`config.mk`:
```
export PLATFORM = sky130hd
export DESIGN_NAME = mem_wb_stage
export DESIGN_NICKNAME = d
export VERILOG_FILES = /design/src/rtl/mem_pkg.sv /design/src/rtl/mem_wb_stage_load_align.sv /design/src/rtl/mem_wb_stage.sv
export SDC_FILE = /design/constraint.sdc
export NUM_CORES = 1
export LEC_CHECK = 0
export BUFFER_PORTS_ARGS = -buffer_cell sky130_fd_sc_hd__buf_4
export CAP_MARGIN = 10
export CORE_MARGIN = 3
export CORE_UTILIZATION = 30
export DETAILED_ROUTE_END_ITERATION = 8
export GPL_ROUTABILITY_DRIVEN = 0
export PLACE_DENSITY = 0.58
export SYNTH_ARGS = -nofsm -noshare
export SYNTH_HDL_FRONTEND = slang
export SYNTH_SLANG_ARGS = --single-unit
export TNS_END_PERCENT = 1
```
`constraint.sdc`:
```
create_clock -name clk -period 23.1 [get_ports clk]
set_input_delay 4.62 -clock clk [delete_from_list [all_inputs] [get_ports clk]]
set_output_delay 4.62 -clock clk [all_outputs]
set_load 0.01 [all_outputs]
```
`src/rtl/mem_pkg.sv`:
```
// Shared definitions for the memory/writeback stage: access-size codes, FSM states
// and the byte-lane mask helper used by both the store path and load alignment.
package mem_pkg;

   // funct3[1:0] access size
   localparam logic [1:0] SizeByte   = 2'b00;
   localparam logic [1:0] SizeHalf   = 2'b01;
   localparam logic [1:0] SizeWord   = 2'b10;
   localparam logic [1:0] SizeDouble = 2'b11;

   // Full funct3 codes that need special handling
   localparam logic [2:0] F3Ld  = 3'b011;
   localparam logic [2:0] F3Lwu = 3'b110;

   typedef enum logic [1:0] {
      StIdle,
      StWait,
      StHold
   } mem_state_e;

   // Byte-lane mask for an access of the given size, anchored at lane 0.
   function automatic logic [7:0] size_mask(input logic [1:0] sz);
      logic [7:0] m;
      unique case (sz)
         SizeByte:   m = 8'h01;
         SizeHalf:   m = 8'h03;
         SizeWord:   m = 8'h0F;
         SizeDouble: m = 8'hFF;
         default:    m = 8'h00;
      endcase
      return m;
   endfunction

endpackage

```
`src/rtl/mem_wb_stage_load_align.sv`:
```
// Combinational load formatter: shifts the addressed bytes of a memory word down to
// lane 0 and sign- or zero-extends them to the full datapath width.
module load_align
   import mem_pkg::*;
#(
   parameter int unsigned XLEN = 64
) (
   input  logic [XLEN-1:0]              rdata,
   input  logic [$clog2(XLEN/8)-1:0]    offset,
   input  logic [2:0]                   funct3,
   output logic [XLEN-1:0]              result
);

   localparam int unsigned STRB_W = XLEN / 8;

   logic [XLEN-1:0]   shifted;
   logic [XLEN-1:0]   bmask;
   logic [XLEN-1:0]   topbit;
   logic [STRB_W-1:0] lanes;
   logic              sign;

   always_comb begin
      shifted = rdata >> {offset, 3'b000};
      lanes   = STRB_W'(size_mask(funct3[1:0]));
      bmask   = '0;
      for (int i = 0; i < int'(STRB_W); i++) begin
         bmask[8*i +: 8] = {8{lanes[i]}};
      end
      // Isolates the most significant bit covered by the access: the sign bit.
      topbit = bmask & ~(bmask >> 1);
      sign   = !funct3[2] && (|(shifted & topbit));
      result = (shifted & bmask) | (sign ? ~bmask : '0);
   end

endmodule

```
`src/rtl/mem_wb_stage.sv`:
```
// Memory access stage plus MEM/WB register: drives a req/ack data-memory port,
// detects misalignment, formats loads and holds writeback under back-pressure.
module mem_wb_stage
   import mem_pkg::*;
#(
   parameter int unsigned XLEN       = 64,
   parameter int unsigned REG_ADDR_W = 5
) (
   input  logic                        clk,
   input  logic                        rst,
   input  logic                        in_valid,
   output logic                        in_ready,
   input  logic                        mem_read,
   input  logic                        mem_write,
   input  logic [2:0]                  funct3,
   input  logic [XLEN-1:0]             alu_result,
   input  logic [XLEN-1:0]             store_data,
   input  logic                        reg_write,
   input  logic [REG_ADDR_W-1:0]       rd_addr,
   input  logic                        flush,
   input  logic                        stall,
   output logic                        dmem_req,
   output logic                        dmem_we,
   output logic [XLEN-1:0]             dmem_addr,
   output logic [XLEN-1:0]             dmem_wdata,
   output logic [XLEN/8-1:0]           dmem_wstrb,
   input  logic                        dmem_ack,
   input  logic [XLEN-1:0]             dmem_rdata,
   output logic                        wb_valid,
   output logic [XLEN-1:0]             wb_result,
   output logic                        wb_reg_write,
   output logic [REG_ADDR_W-1:0]       wb_rd_addr,
   output logic                        misaligned,
   output logic [XLEN-1:0]             fault_addr
);

   localparam int unsigned STRB_W = XLEN / 8;
   localparam int unsigned OFF_W  = $clog2(STRB_W);

   mem_state_e state_q, state_d;

   // Memory port registers
   logic                  req_q, req_d;
   logic                  we_q, we_d;
   logic [XLEN-1:0]       addr_q, addr_d;
   logic [XLEN-1:0]       wdata_q, wdata_d;
   logic [STRB_W-1:0]     wstrb_q, wstrb_d;

   // Latched operation
   logic                  is_load_q, is_load_d;
   logic [OFF_W-1:0]      off_q, off_d;
   logic [2:0]            f3_q, f3_d;
   logic [REG_ADDR_W-1:0] rd_q, rd_d;
   logic                  rw_q, rw_d;
   logic                  kill_q, kill_d;

   // Result parked while writeback is stalled
   logic [XLEN-1:0]       pend_res_q, pend_res_d;
   logic                  pend_rw_q, pend_rw_d;
   logic [REG_ADDR_W-1:0] pend_rd_q, pend_rd_d;

   // Writeback registers
   logic                  wbv_q, wbv_d;
   logic [XLEN-1:0]       wbres_q, wbres_d;
   logic                  wbrw_q, wbrw_d;
   logic [REG_ADDR_W-1:0] wbrd_q, wbrd_d;
   logic                  mis_q, mis_d;
   logic [XLEN-1:0]       fa_q, fa_d;

   logic                  accept;
   logic                  is_mem;
   logic                  mis_in;
   logic                  rw_in;
   logic [OFF_W-1:0]      off_in;
   logic [OFF_W-1:0]      align_mask;
   logic [STRB_W-1:0]     strb_in;
   logic [XLEN-1:0]       ld_result;
   logic [XLEN-1:0]       res_fmt;

   load_align #(
      .XLEN(XLEN)
   ) u_load_align (
      .rdata (dmem_rdata),
      .offset(off_q),
      .funct3(f3_q),
      .result(ld_result)
   );

   always_comb begin
      in_ready   = (state_q == StIdle) && !stall;
      accept     = in_valid && in_ready && !flush;
      is_mem     = mem_read || mem_write;
      rw_in      = reg_write && (rd_addr != '0);
      off_in     = alu_result[OFF_W-1:0];
      align_mask = OFF_W'((4'd1 << funct3[1:0]) - 4'd1);
      strb_in    = STRB_W'(size_mask(funct3[1:0]));
      mis_in     = ((off_in & align_mask) != '0) ||
                   ((XLEN == 32) && ((funct3 == F3Ld) || (funct3 == F3Lwu) ||
                                     (funct3[1:0] == SizeDouble)));
      res_fmt    = is_load_q ? ld_result : '0;
   end

   always_comb begin
      state_d    = state_q;
      req_d      = req_q;
      we_d       = we_q;
      addr_d     = addr_q;
      wdata_d    = wdata_q;
      wstrb_d    = wstrb_q;
      is_load_d  = is_load_q;
      off_d      = off_q;
      f3_d       = f3_q;
      rd_d       = rd_q;
      rw_d       = rw_q;
      kill_d     = kill_q;
      pend_res_d = pend_res_q;
      pend_rw_d  = pend_rw_q;
      pend_rd_d  = pend_rd_q;
      wbv_d      = wbv_q;
      wbres_d    = wbres_q;
      wbrw_d     = wbrw_q;
      wbrd_d     = wbrd_q;
      mis_d      = mis_q;
      fa_d       = fa_q;

      // Without back-pressure the WB entry is a bubble unless something loads it below.
      if (!stall) begin
         wbv_d  = 1'b0;
         wbrw_d = 1'b0;
         mis_d  = 1'b0;
      end

      unique case (state_q)
         StIdle: begin
            if (accept) begin
               if (!is_mem) begin
                  wbv_d   = 1'b1;
                  wbres_d = alu_result;
                  wbrw_d  = rw_in;
                  wbrd_d  = rd_addr;
               end else if (mis_in) begin
                  wbv_d   = 1'b1;
                  wbres_d = '0;
                  wbrw_d  = 1'b0;
                  wbrd_d  = rd_addr;
                  mis_d   = 1'b1;
                  fa_d    = alu_result;
               end else begin
                  state_d   = StWait;
                  req_d     = 1'b1;
                  we_d      = mem_write;
                  addr_d    = {alu_result[XLEN-1:OFF_W], {OFF_W{1'b0}}};
                  wdata_d   = store_data << {off_in, 3'b000};
                  wstrb_d   = strb_in << off_in;
                  is_load_d = !mem_write;
                  off_d     = off_in;
                  f3_d      = funct3;
                  rd_d      = rd_addr;
                  rw_d      = rw_in;
                  kill_d    = 1'b0;
               end
            end
         end
         StWait: begin
            // A flushed request still runs to completion; its result is dropped.
            if (flush) begin
               kill_d = 1'b1;
            end
            if (dmem_ack) begin
               req_d = 1'b0;
               we_d  = 1'b0;
               if (flush || kill_q) begin
                  state_d = StIdle;
               end else if (stall) begin
                  state_d    = StHold;
                  pend_res_d = res_fmt;
                  pend_rw_d  = is_load_q && rw_q;
                  pend_rd_d  = rd_q;
               end else begin
                  state_d = StIdle;
                  wbv_d   = 1'b1;
                  wbres_d = res_fmt;
                  wbrw_d  = is_load_q && rw_q;
                  wbrd_d  = rd_q;
               end
            end
         end
         StHold: begin
            if (flush) begin
               state_d = StIdle;
            end else if (!stall) begin
               state_d = StIdle;
               wbv_d   = 1'b1;
               wbres_d = pend_res_q;
               wbrw_d  = pend_rw_q;
               wbrd_d  = pend_rd_q;
            end
         end
         default: state_d = StIdle;
      endcase

      if (flush) begin
         wbv_d   = 1'b0;
         wbres_d = '0;
         wbrw_d  = 1'b0;
         wbrd_d  = '0;
         mis_d   = 1'b0;
         fa_d    = '0;
      end
   end

   always_ff @(posedge clk or posedge rst) begin
      if (rst) begin
         state_q    <= StIdle;
         req_q      <= 1'b0;
         we_q       <= 1'b0;
         addr_q     <= '0;
         wdata_q    <= '0;
         wstrb_q    <= '0;
         is_load_q  <= 1'b0;
         off_q      <= '0;
         f3_q       <= '0;
         rd_q       <= '0;
         rw_q       <= 1'b0;
         kill_q     <= 1'b0;
         pend_res_q <= '0;
         pend_rw_q  <= 1'b0;
         pend_rd_q  <= '0;
         wbv_q      <= 1'b0;
         wbres_q    <= '0;
         wbrw_q     <= 1'b0;
         wbrd_q     <= '0;
         mis_q      <= 1'b0;
         fa_q       <= '0;
      end else begin
         state_q    <= state_d;
         req_q      <= req_d;
         we_q       <= we_d;
         addr_q     <= addr_d;
         wdata_q    <= wdata_d;
         wstrb_q    <= wstrb_d;
         is_load_q  <= is_load_d;
         off_q      <= off_d;
         f3_q       <= f3_d;
         rd_q       <= rd_d;
         rw_q       <= rw_d;
         kill_q     <= kill_d;
         pend_res_q <= pend_res_d;
         pend_rw_q  <= pend_rw_d;
         pend_rd_q  <= pend_rd_d;
         wbv_q      <= wbv_d;
         wbres_q    <= wbres_d;
         wbrw_q     <= wbrw_d;
         wbrd_q     <= wbrd_d;
         mis_q      <= mis_d;
         fa_q       <= fa_d;
      end
   end

   assign dmem_req     = req_q;
   assign dmem_we      = we_q;
   assign dmem_addr    = addr_q;
   assign dmem_wdata   = wdata_q;
   assign dmem_wstrb   = wstrb_q;
   assign wb_valid     = wbv_q;
   assign wb_result    = wbres_q;
   assign wb_reg_write = wbrw_q;
   assign wb_rd_addr   = wbrd_q;
   assign misaligned   = mis_q;
   assign fault_addr   = fa_q;

endmodule

```
==> results summary <==
The run finished with clean final reports. Ranked by total cell area, the synthesized netlist is headed by sky130_fd_sc_hd__dfrtp_1 (46%), sky130_fd_sc_hd__nand2_1 (11%), sky130_fd_sc_hd__mux2i_1 (5.9%). The worst setup path is launched from a primary input. The final worst-path cycle share is 41.9%. The final layout contains routed wiring with a total length of 76,100 um.

At the pin with the least slew margin, the transition time is 1120 ps. The share of synthesized registers carrying an async set or reset came out at 100%. During synthesis, Yosys emitted a total of 0 warnings. The required time of the worst setup path is 18,480 ps. Relative to the synthesized area, the layout overhead comes to 29.2%.

The depth of the worst hold-timing path is 2. The total power draw came out at 2.67 mW. From left edge to right edge, the die measures 260 um.

The worst register-to-register path ends at wb_result[24]. The data arrival time of the worst path came out at 5060 ps. Setup repair after global routing left no endpoint under its margin. Dividing total power by cell area gives a power density of 107 nW/um^2. After clock tree synthesis, the clock-pin slew on the worst setup and hold paths is 60 ps. The post-layout worst setup margin came out at 13,420 ps. Net switching is 37.7% of the power. The static leakage is 12.0 nW.

The number of standard cells after synthesis came out at 2,087. The first TritonRoute pass finished after 6 iterations. Summed over all failing endpoints, the final setup total negative slack is 0 ps. The worst hold endpoint is dmem_addr[41]. The hold-fix buffer count after cts came out at 0. In this run the cell area of the synthesized design comes to 19,300 sq um. VDD sags by at most 0.0466 mV. The clock arrives with 19.1 ps of skew. The H-tree depth came out at 2. The global-route wire length before repair is 114,000 um. The post-route netlist has 28.6% of its cells at a drive strength greater than 1. The minimum clock period is 9680 ps. The number of buffers inserted during clock tree synthesis is 44. The synthesized netlist contains 67 unique library cells. Combinational logic burns 39.2% of the power.

The number of standard-cell rows in the floorplan is 92. The quantity of I/O buffers inserted on ports came out at 480. The overall die height came out at 260 um.

Entering global routing, the biggest net connects 116 pins. The synthesized design spends more area on one cell type than any other, namely sky130_fd_sc_hd__dfrtp_1. The critical path goes through buf_4, nor2b_1, buf_4. In this run, synthesis inferred 0 flip-flops with an integrated enable. Detailed placement ended at an HPWL of 54,700 um. The class of the worst hold path is reg2reg.

The final number of hold-violating endpoints is 0. The worst setup path is of the in2out kind. The maximum count of clock buffers along a single path is 3. For this design the total switching power over the nets is 1.01 mW. The via density per instance is 5.26.

The post-CTS setup buffer count is 0. Headroom to the max-slew limit came out at 25.5%. The final-stage net count came out at 2,674. The post-synthesis sequential area ratio is 46.2%. The total number of vias came out at 17,589.

The minimum setup slack among reg-to-reg paths came out at 19,660 ps. The via count of the first global-routing pass is 17,409. Once the floorplan was initialized, standard cells occupied 30.5% of the core.

Timing would allow up to 103 MHz. The worst setup path is captured at a primary output. Global routing used 21.8% of the available tracks across all layers.

The initial antenna violation count came to 5. The top cell type by area accounts for 46.2% of the synthesized area. The number of placed instances with taps included is 3,261. The die covers 67,600 sq um.

The launch instance of the worst min-delay path is dmem_addr[41]. The remaining antenna violation count after routing is 0. The sequential fraction of design power came out at 34.4%. The synthesized area per cell came out at 9.27 sq um. After filler insertion, the fill cell instance count of the layout stands at 6,288. The tree is rooted in a sky130_fd_sc_hd__clkbuf_16. The flop and latch count out of synthesis is 357. In the routed design, unresolved DRC markers number 0. The most common cell in the synthesized netlist is sky130_fd_sc_hd__nand2_1. For this design, the slowest cell found on the critical path is sky130_fd_sc_hd__buf_4. The initial detailed-routing violation count came out at 1,862. TritonCTS built the clock tree. The number of max-slew violations in the final report is 0.

For the worst-skew pair, the clock arrives at the later sink with an insertion delay of 570 ps. The cell occurring most often along the worst timing path is sky130_fd_sc_hd__buf_4. The number of max-cap violations came out at 0. The number of cells on the worst reg-to-reg path is 8.

In this run the critical register-to-register path is launched from state_q[1]. The clock drives 357 sinks. Ranked by instance count, the synthesized netlist is headed by sky130_fd_sc_hd__nand2_1 (552), sky130_fd_sc_hd__dfrtp_1 (357), sky130_fd_sc_hd__a21oi_1 (201). The internal cell power came out at 1.66 mW. After the flow finishes, the layout carries non-filler instances totaling 3,345.

The most used flip-flop cell after synthesis is sky130_fd_sc_hd__dfrtp_1. The maximum cell stage delay along the critical path came out at 160 ps. After clock tree synthesis, the repair step resized 0 gates.

For this run the aggregate overflow at the end of global routing stands at 0. The I/O pin count is 484. The total area inside the core boundary comes to 63,400 sq um. After detailed routing, the average wire length per cell comes to 22.8 um. The clock network fraction of design power is 26.4%.

The final number of setup-violating endpoints came out at 0. The worst slack after detailed placement is 13,430 ps. The highest net fanout along the worst path is 14.
==> worst max-delay path by stage <==
stage / startpoint / endpoint / slack, ps / depth (start not counted)
floorplan: rst / dmem_addr[10] / 8570 / 1
global placement: stall / in_ready / 13440 / 3
detailed placement: stall / in_ready / 13430 / 3
CTS: stall / in_ready / 13420 / 3
global route: stall / in_ready / 13390 / 3
finish: stall / in_ready / 13420 / 3
==> kinds of logic (layout without fill, tap and decap cells) <==
group                    after synthesis  after routing  share of synthesized area [%]
buffers and inverters                199            605                           4.49
AO/OA/AOI/OAI                        615            615                           20.4
AND/OR/NAND/NOR                      714            714                           15.2
multiplexers                         197            197                           13.5
other                                  1              7                         0.0194
flip-flops                           357            357                           46.2
adder cells (fa/ha/maj)                4              4                          0.259
==> stage by stage <==
| stage | cell area (sq um) | hold slack (ps) | utilization, % |
|---|---|---|---|
| after floorplan | 19400 | 438 | - |
| after global placement | 23500 | 458 | 37.1 |
| after detailed placement | 23500 | 464 | 37.1 |
| after CTS | 25000 | 478 | 39.4 |
| after global routing | 25000 | 495 | 39.4 |
| final | 25000 | 472 | 39.4 |
==> state kept, by name (all words and copies together), names as in the netlist, 2 cells and up <==
register and flops:
wb_rd_addr 5, state_q 2, f3_q 3, dmem_wdata 64
pend_res_q 64, wb_result 64, fault_addr 64, pend_rd_q 5
dmem_wstrb 8, off_q 3, dmem_addr 61, rd_q 5
==> worst max-delay path, delay by kind of cell <==
kind,cells,cell delay (ps)
AND/OR/NAND/NOR,1,140
buffers and inverters,2,300
==> layout make-up <==
class | count | area [sq um] | area share, %
Clock buffer | 59 | 1250 | 5.00
Timing Repair Buffer | 507 | 3810 | 15.2
Multi-Input combinational cell | 1533 | 9640 | 38.6
Antenna cell | 4 | 10.0 | 0.0401
Inverter | 18 | 75.1 | 0.300
Clock inverter | 21 | 211 | 0.846
Tap cell | 846 | 1060 | 4.24
Sequential cell | 357 | 8940 | 35.8
==> cells in the final DEF (no fill, tap or decap), types with 43 or more instances in the layout <==
cell type / count
sky130_fd_sc_hd__a211oi_1: 43
sky130_fd_sc_hd__o21ai_0: 144
sky130_fd_sc_hd__nor2_1: 79
sky130_fd_sc_hd__buf_4: 507
sky130_fd_sc_hd__dfrtp_1: 355
sky130_fd_sc_hd__a21oi_1: 201
sky130_fd_sc_hd__clkbuf_16: 45
sky130_fd_sc_hd__nand2_1: 551
sky130_fd_sc_hd__mux2i_1: 114
sky130_fd_sc_hd__mux4_2: 47
==> power groups by stage <==
stage / Sequential (mW) / Combinational [mW] / Clock, mW
after global placement: 0.922 / 1.03 / 0
after detailed placement: 0.928 / 1.05 / 0
after CTS: 0.919 / 1.05 / 0.726
final: 0.918 / 1.04 / 0.705
after floorplan: 0.960 / 0.524 / 0
after global routing: 0.940 / 1.13 / 0.752
==> routing by layer <==
layer,vias up,routed length [um],track usage [%]
met3,144,4410,3.05
li1,8135,-,-
met2,660,36100,35.7
met4,0,2700,7.54
met5,-,0,0
met1,8650,32900,29.6
Note: power is estimated with default switching activity, not from simulation.
